### config.mk
export PLATFORM = sky130hd
export DESIGN_NAME = ppg_moving_avg
export DESIGN_NICKNAME = d
export VERILOG_FILES = /design/src/rtl/ppg_moving_avg.sv
export SDC_FILE = /design/constraint.sdc
export NUM_CORES = 1
export LEC_CHECK = 0
export BUFFER_PORTS_ARGS = -buffer_cell sky130_fd_sc_hd__buf_2
export CORE_ASPECT_RATIO = 0.5
export CORE_UTILIZATION = 66
export CTS_CLUSTER_DIAMETER = 30
export CTS_CLUSTER_SIZE = 30
export DETAILED_ROUTE_END_ITERATION = 12
export PLACE_DENSITY = 0.84
export SYNTH_ARGS = -nofsm -noshare
export SYNTH_HDL_FRONTEND = slang
export SYNTH_SLANG_ARGS = --single-unit
### constraint.sdc
create_clock -name clk -period 13.5 [get_ports clk]
set_input_delay 2.7 -clock clk [delete_from_list [all_inputs] [get_ports clk]]
set_output_delay 2.7 -clock clk [all_outputs]
set_load 0.1 [all_outputs]
### src/rtl/ppg_moving_avg.sv
// Boxcar moving average over 2**LOG2_N samples for the red and IR PPG channels.
// One ring buffer holds both channels; running sums are updated once per sample edge.
module ppg_moving_avg #(
    parameter int DATA_W = 22,
    parameter int LOG2_N = 3
) (
    input  logic              clk,
    input  logic              in_reset,
    input  logic              in_new_samples,
    input  logic [DATA_W-1:0] in_red,
    input  logic [DATA_W-1:0] in_ir,
    output logic [DATA_W-1:0] out_red_avg,
    output logic [DATA_W-1:0] out_ir_avg,
    output logic              out_valid,
    input  logic              in_ready,
    output logic              out_primed,
    output logic              out_overrun
);

    localparam int N  = 1 << LOG2_N;
    localparam int SW = DATA_W + LOG2_N;
    localparam logic [LOG2_N:0] FULL = {1'b1, {LOG2_N{1'b0}}};

    typedef enum logic [1:0] {
        S_IDLE,
        S_READ,
        S_UPDATE,
        S_PRESENT
    } state_t;

    state_t              state_q, state_d;
    logic                nsd_q;
    logic [DATA_W-1:0]   cap_red_q, cap_red_d;
    logic [DATA_W-1:0]   cap_ir_q, cap_ir_d;
    logic [LOG2_N-1:0]   wr_ptr_q, wr_ptr_d;
    logic [LOG2_N:0]     fill_q, fill_d;
    logic [SW-1:0]       sum_red_q, sum_red_d;
    logic [SW-1:0]       sum_ir_q, sum_ir_d;
    logic [DATA_W-1:0]   red_avg_q, red_avg_d;
    logic [DATA_W-1:0]   ir_avg_q, ir_avg_d;
    logic                valid_q, valid_d;
    logic                primed_q, primed_d;
    logic                overrun_q, overrun_d;

    logic [2*DATA_W-1:0] mem [N];
    logic [2*DATA_W-1:0] ram_q;
    logic                ram_rd_en;
    logic                ram_wr_en;

    logic                new_edge;
    logic                window_full;
    logic [DATA_W-1:0]   old_red;
    logic [DATA_W-1:0]   old_ir;

    function automatic logic [SW-1:0] sext(input logic [DATA_W-1:0] x);
        return {{LOG2_N{x[DATA_W-1]}}, x};
    endfunction

    assign new_edge    = in_new_samples & ~nsd_q;
    assign window_full = (fill_q == FULL);
    // Until the window has filled once, slots read back stale data and must contribute zero.
    assign old_red     = window_full ? ram_q[2*DATA_W-1:DATA_W] : '0;
    assign old_ir      = window_full ? ram_q[DATA_W-1:0]        : '0;

    always_ff @(posedge clk) begin
        if (ram_wr_en) begin
            mem[wr_ptr_q] <= {cap_red_q, cap_ir_q};
        end
        if (ram_rd_en) begin
            ram_q <= mem[wr_ptr_q];
        end
    end

    always_comb begin
        state_d   = state_q;
        cap_red_d = cap_red_q;
        cap_ir_d  = cap_ir_q;
        wr_ptr_d  = wr_ptr_q;
        fill_d    = fill_q;
        sum_red_d = sum_red_q;
        sum_ir_d  = sum_ir_q;
        red_avg_d = red_avg_q;
        ir_avg_d  = ir_avg_q;
        valid_d   = valid_q;
        primed_d  = primed_q;
        overrun_d = overrun_q;
        ram_rd_en = 1'b0;
        ram_wr_en = 1'b0;

        if (new_edge && (state_q != S_IDLE)) begin
            overrun_d = 1'b1;
        end
        if (valid_q && in_ready) begin
            valid_d = 1'b0;
        end

        case (state_q)
            S_IDLE: begin
                if (new_edge) begin
                    cap_red_d = in_red;
                    cap_ir_d  = in_ir;
                    ram_rd_en = 1'b1;
                    state_d   = S_READ;
                end
            end
            S_READ: begin
                state_d = S_UPDATE;
            end
            S_UPDATE: begin
                sum_red_d = sum_red_q + sext(cap_red_q) - sext(old_red);
                sum_ir_d  = sum_ir_q + sext(cap_ir_q) - sext(old_ir);
                ram_wr_en = ~in_reset;
                wr_ptr_d  = wr_ptr_q + LOG2_N'(1);
                if (!window_full) begin
                    fill_d = fill_q + (LOG2_N+1)'(1);
                end
                state_d = S_PRESENT;
            end
            S_PRESENT: begin
                // Dropping the low bits of a two's-complement sum is an arithmetic shift (floor).
                red_avg_d = sum_red_q[SW-1:LOG2_N];
                ir_avg_d  = sum_ir_q[SW-1:LOG2_N];
                if (window_full) begin
                    primed_d = 1'b1;
                    valid_d  = 1'b1;
                    if (valid_q && !in_ready) begin
                        overrun_d = 1'b1;
                    end
                end
                state_d = S_IDLE;
            end
            default: begin
                state_d = S_IDLE;
            end
        endcase
    end

    always_ff @(posedge clk) begin
        if (in_reset) begin
            state_q   <= S_IDLE;
            nsd_q     <= 1'b0;
            cap_red_q <= '0;
            cap_ir_q  <= '0;
            wr_ptr_q  <= '0;
            fill_q    <= '0;
            sum_red_q <= '0;
            sum_ir_q  <= '0;
            red_avg_q <= '0;
            ir_avg_q  <= '0;
            valid_q   <= 1'b0;
            primed_q  <= 1'b0;
            overrun_q <= 1'b0;
        end else begin
            state_q   <= state_d;
            nsd_q     <= in_new_samples;
            cap_red_q <= cap_red_d;
            cap_ir_q  <= cap_ir_d;
            wr_ptr_q  <= wr_ptr_d;
            fill_q    <= fill_d;
            sum_red_q <= sum_red_d;
            sum_ir_q  <= sum_ir_d;
            red_avg_q <= red_avg_d;
            ir_avg_q  <= ir_avg_d;
            valid_q   <= valid_d;
            primed_q  <= primed_d;
            overrun_q <= overrun_d;
        end
    end

    assign out_red_avg = red_avg_q;
    assign out_ir_avg  = ir_avg_q;
    assign out_valid   = valid_q;
    assign out_primed  = primed_q;
    assign out_overrun = overrun_q;

endmodule

# == After elaboration in Yosys (flattened, before gate mapping) ==
# Memory sizes are Yosys's and may differ from the RTL's. A register that Yosys moved wholly into a read port is not among the register bits.
# Cells that the tools add are included.
# op_classes
addsub,6
n_eq_ne,5
muxes,16
n_bitwise,4
n_reduce_logical,9
# ops
op,n
25-bit adder,2
25-bit subtractor,2
22-bit two-way mux,2
1-bit two-way mux,12
2-bit one-hot mux with 4 select lines,1
2-bit AND reduction,3
"4-bit by 1-bit adder with 4-bit output, second input constant",1
"2-bit equality test, second input constant",2
"4-bit equality test, second input constant",1
"3-bit by 1-bit adder with 3-bit output, second input constant",1
1-bit logical AND,3
1-bit NOT,3
"2-bit by 1-bit equality test with 1-bit output, second input constant",1
2-bit logical NOT,1
2-bit two-way mux,1
"2-bit != test, second input constant",1
2-bit nonzero test,1
1-bit bitwise AND,1
1-bit logical NOT,1
# totals
ff_bits,151
mem_bits_rw,352
in_bits,48
out_inout_bits,47
n_memories,1
# memory_table
name,depth,width,read_ports,rd_clocked_by_memory_dff,write_ports,line_no,rtl
mem,8,44,1,1,1,45,logic [2*DATA_W-1:0] mem [N];

# == Longest topological paths before layout ==
# depth
word_depth,7
depth_mapped,18
depth_no_buf,16

# == Worst setup path before layout ==
# No wires, ideal clock.
# synth_timing
path_kind,input to register
startpoint,input in_reset
endpoint,"memory mem[5][0] in the netlist's numbering, enable pin"
arrival_ns,6.035
required_ns,13.000
path_slack_ns,6.965
stages,3
n_path_buf,0
path_cell_list,inv_1 > nand2_1 > nor3_1
# synth_via
elab_chain_cells,4
# synth_lines
element,line_no,rtl
from (decl),8,"input logic in_reset,"
1-bit NOT,112,ram_wr_en = ~in_reset;
1-bit two-way mux,97,case (state_q)
1-bit two-way mux,66,if (ram_wr_en) begin
1-bit two-way mux (not written as such),67,"mem[wr_ptr_q] <= {cap_red_q, cap_ir_q};"
to (decl),45,
# No other way between the ends.

# == Final worst setup path ==
# layout_timing
startpoint,input in_reset
endpoint,"memory mem[6][25] in the netlist's numbering, enable pin"
# Same word-level chain as after synthesis.

==> impl_metrics.json <==
{
  "outcome": "finished clean",
  "p_clk_share_pct": 24.8,
  "place_congestion": 0.934,
  "period_needed_ps": 4760,
  "seqCellArea_mm2": 0.0149,
  "path_buf_inv": 3,
  "worstSetupEndpointType": "flip-flop",
  "startpoint": "in_reset",
  "finalHoldViolations": 0,
  "placed_area_mm2": 0.0246,
  "htree_levels": 2,
  "cts_setup_buffers": 0,
  "overflow": 0,
  "cts_sinks": 547,
  "seqPwrFrac_pct": 35.1,
  "leakage_nw": 9.72,
  "r2r_slack_ps": 8810,
  "worst_slew_margin_rel_pct": 35.3,
  "grt_pass1_vias": 15400,
  "rows": 48,
  "clk_latency_ps": 600,
  "min_path_type": "reg2reg",
  "yosys_warnings": 0,
  "cts_hold_buf": 0,
  "fin_skew_ps": 33.1,
  "crit_top_cell": "buf_4",
  "crit_type": "in2reg",
  "grt_pass1_wl_um": 90000,
  "layout-drive-gt1-share_pct": 11.8,
  "critical_path.startpoint_type": "primary input",
  "cts-resized-gates": 0,
  "post_drt_wl_per_cell_um": 23.9,
  "num_vias": 16200,
  "p_per_area_mw_per_mm2": 233,
  "ys.flop_type": "edfxtp_1",
  "r2r_cells": 17,
  "r2r_end": "sum_red_q[24]$_SDFFE_PP0P_",
  "grt_use_total_pct": 32.7,
  "dr.pass1.iters": 6,
  "crit_chain": "buf_4 > inv_1 > nand2_1 > nor3_2 > buf_4",
  "timing.hold.ws_ps": 470,
  "final_util_pct": 75.7,
  "nNetsFinal": 2139,
  "fin_total_pwr_mw": 6.16,
  "worst_slew_pin_slew_ps": 971,
  "ant_nets": 0,
  "areaGrowthSynthToFinish_pct": 11.7,
  "ys_types": 71,
  "place_inst": 2409,
  "chipWidth_um": 270,
  "die_h_um": 136,
  "place.port_buffers": 94,
  "finalInstanceArea_mm2": 0.0264,
  "numCtsBuffers": 49,
  "worst_slack_ps": 8740,
  "rsz0062_at_grt": "no",
  "root_buffer": "clkbuf_16",
  "antenna_found_initial": 3,
  "place_hpwl_um": 35200,
  "seq_area_frac_synth_pct": 63.0,
  "first_iter_violations": 2569,
  "synthArstFlopShare_pct": 0,
  "maxCapViolCount": 0,
  "setup_tns_ps": 0,
  "clk_pin_slew_worst_paths_ps": 80,
  "syn_inst": 1912,
  "clk_path_buf_depth": 3,
  "slowest_stage": "buf_4",
  "crit_required_ps": 13720,
  "slowest_delay_ps": 660,
  "grt_max_degree": 91,
  "cts_tree": "yes",
  "netlist.area_leader.share_pct": 50.3,
  "synth_area_leaders": "edfxtp_1 50%, dfxtp_1 13%, a22oi_1 5.6%, fa_1 4.1%, inv_1 3.2%",
  "io_pins": 95,
  "fill_cells": 2011,
  "critPathCapture": "mem[6][25]$_DFFE_PP_",
  "syn_area_mm2": 0.0237,
  "dp_slack_ps": 8260,
  "via_per_inst": 6.46,
  "ys_ff_latch": 547,
  "internal_power_mw": 3.70,
  "cpLargestDelayFamily": "buffers and inverters",
  "slew_violations": 0,
  "route.detailed.drc": 0,
  "r2r-start": "fill_q[0]$_SDFFE_PP0P_",
  "worst-path-stages": 5,
  "synthesis.nets": 2066,
  "die_area_mm2": 0.0366,
  "synth_edf_count": 396,
  "p_comb_share_pct": 40.1,
  "yosys.area.top_type": "edfxtp_1",
  "p_sw_mw": 2.46,
  "finalCritPeriodShare_pct": 35.3,
  "crit_path_max_fanout": 68,
  "fin_cells": 2502,
  "ir_drop_mv": 0.131,
  "initial_core_util_pct": 67.8,
  "multi_input_area_mm2": 0.00768,
  "cp.arrival_ps": 4990,
  "avgSynthCellArea_um2": 12.4,
  "wl_um": 59700,
  "p_sw_share_pct": 40.0,
  "setup_violations": 0,
  "fmaxAchievable_ghz": 0.210,
  "core_area_mm2": 0.0349
}
metal layers:
layer,vias to the layer above,global-route usage (%),part of all wire (%)
met3,138,11.6,16
met5,-,0,0.022
li1,7090,-,-
met1,7741,46.8,39
met4,2,8.55,2.2
met2,1193,47.9,43
final cells by class:
class	instances	area share, %
Sequential cell	547	56.5
Multi-Input combinational cell	1065	29.1
Clock buffer	49	4.64
Inverter	203	2.89
Timing Repair Buffer	119	2.50
Tap cell	475	2.25
Clock inverter	43	2.21
Antenna cell	1	0.00947
cell families after synthesis:
logic type                 count (synthesis)  share of synthesized area (%)
adders and majority gates                106                           7.13
xor gates and xnor gates                  29                           1.07
and+or+nand+nor                          455                           9.26
buffers and inverters                    300                           4.77
DFF                                      547                           63.0
muxes                                     62                           2.63
AOI/OAI and AO/OA                        413                           12.1
layout by cell type, fill, tap and decap left out, drive strengths merged, types with 19 or more instances in the layout:
| cell type | count |
|---|---|
| a22oi | 176 |
| nand4 | 53 |
| mux2i | 61 |
| inv | 226 |
| and2 | 45 |
| dfxtp | 151 |
| nor2 | 115 |
| nor3 | 19 |
| a21o | 28 |
| nand2 | 146 |
| xor2 | 20 |
| a21oi | 102 |
| o21ai | 23 |
| fa | 48 |
| edfxtp | 396 |
| ha | 58 |
| buf | 119 |
| clkbuf | 49 |
how the worst min path moves through the flow:
stage	start	end	slack (ps)	depth (start not counted)
6_report	out_primed$_SDFFE_PP0P_	out_primed$_SDFFE_PP0P_	470	2
3_3_place_gp	out_primed$_SDFFE_PP0P_	out_primed$_SDFFE_PP0P_	450	2
3_5_place_dp	out_primed$_SDFFE_PP0P_	out_primed$_SDFFE_PP0P_	460	2
5_1_grt	sum_ir_q[22]$_SDFFE_PP0P_	sum_ir_q[22]$_SDFFE_PP0P_	500	2
2_1_floorplan	sum_ir_q[22]$_SDFFE_PP0P_	sum_ir_q[22]$_SDFFE_PP0P_	440	2
4_1_cts	out_primed$_SDFFE_PP0P_	out_primed$_SDFFE_PP0P_	480	2
cells in the mapped netlist, drive strengths merged, types with 16 or more instances:
cell type	instances
nand4	53
nand3	16
ha	58
fa	48
xor2	20
a22oi	176
mux2i	61
dfxtp	151
and2	45
edfxtp	396
clkbuf	87
nand2	146
and3	17
a21o	28
nor2	115
inv	203
nor3	19
o21ai	23
a21oi	102
worst reg2reg max path, cell delays in order (launching register included):
cell,delay (ps)
dfxtp_1,340
inv_1,70
ha_1,140
and3b_1,140
buf_4,510
and2_1,280
ha_1,230
inv_1,60
ha_1,170
inv_1,70
fa_1,490
nand2b_1,200
a21oi_1,320
o21ai_1,250
o21ai_1,520
a21boi_2,180
a21boi_0,260
mux2_2,360
flip-flops by register name, summed over array words and instances (netlist names), 2 cells and up:
register	count
wr_ptr_q	3
out_red_avg	22
sum_red_q	25
ram_q	44
cap_ir_q	22
mem	352
fill_q	4
cap_red_q	22
state_q	2
out_ir_avg	22
sum_ir_q	25
power groups by stage:
stage                     clock (mW)  combinational, mW  sequential, mW
after floorplan                    0               1.82            2.14
after global placement             0               2.27            2.18
final                           1.53               2.47            2.16
after CTS                       1.53               2.39            2.15
after global routing            1.59               2.70            2.17
after detailed placement           0               2.34            2.19
(Power assumes the default switching activity.)
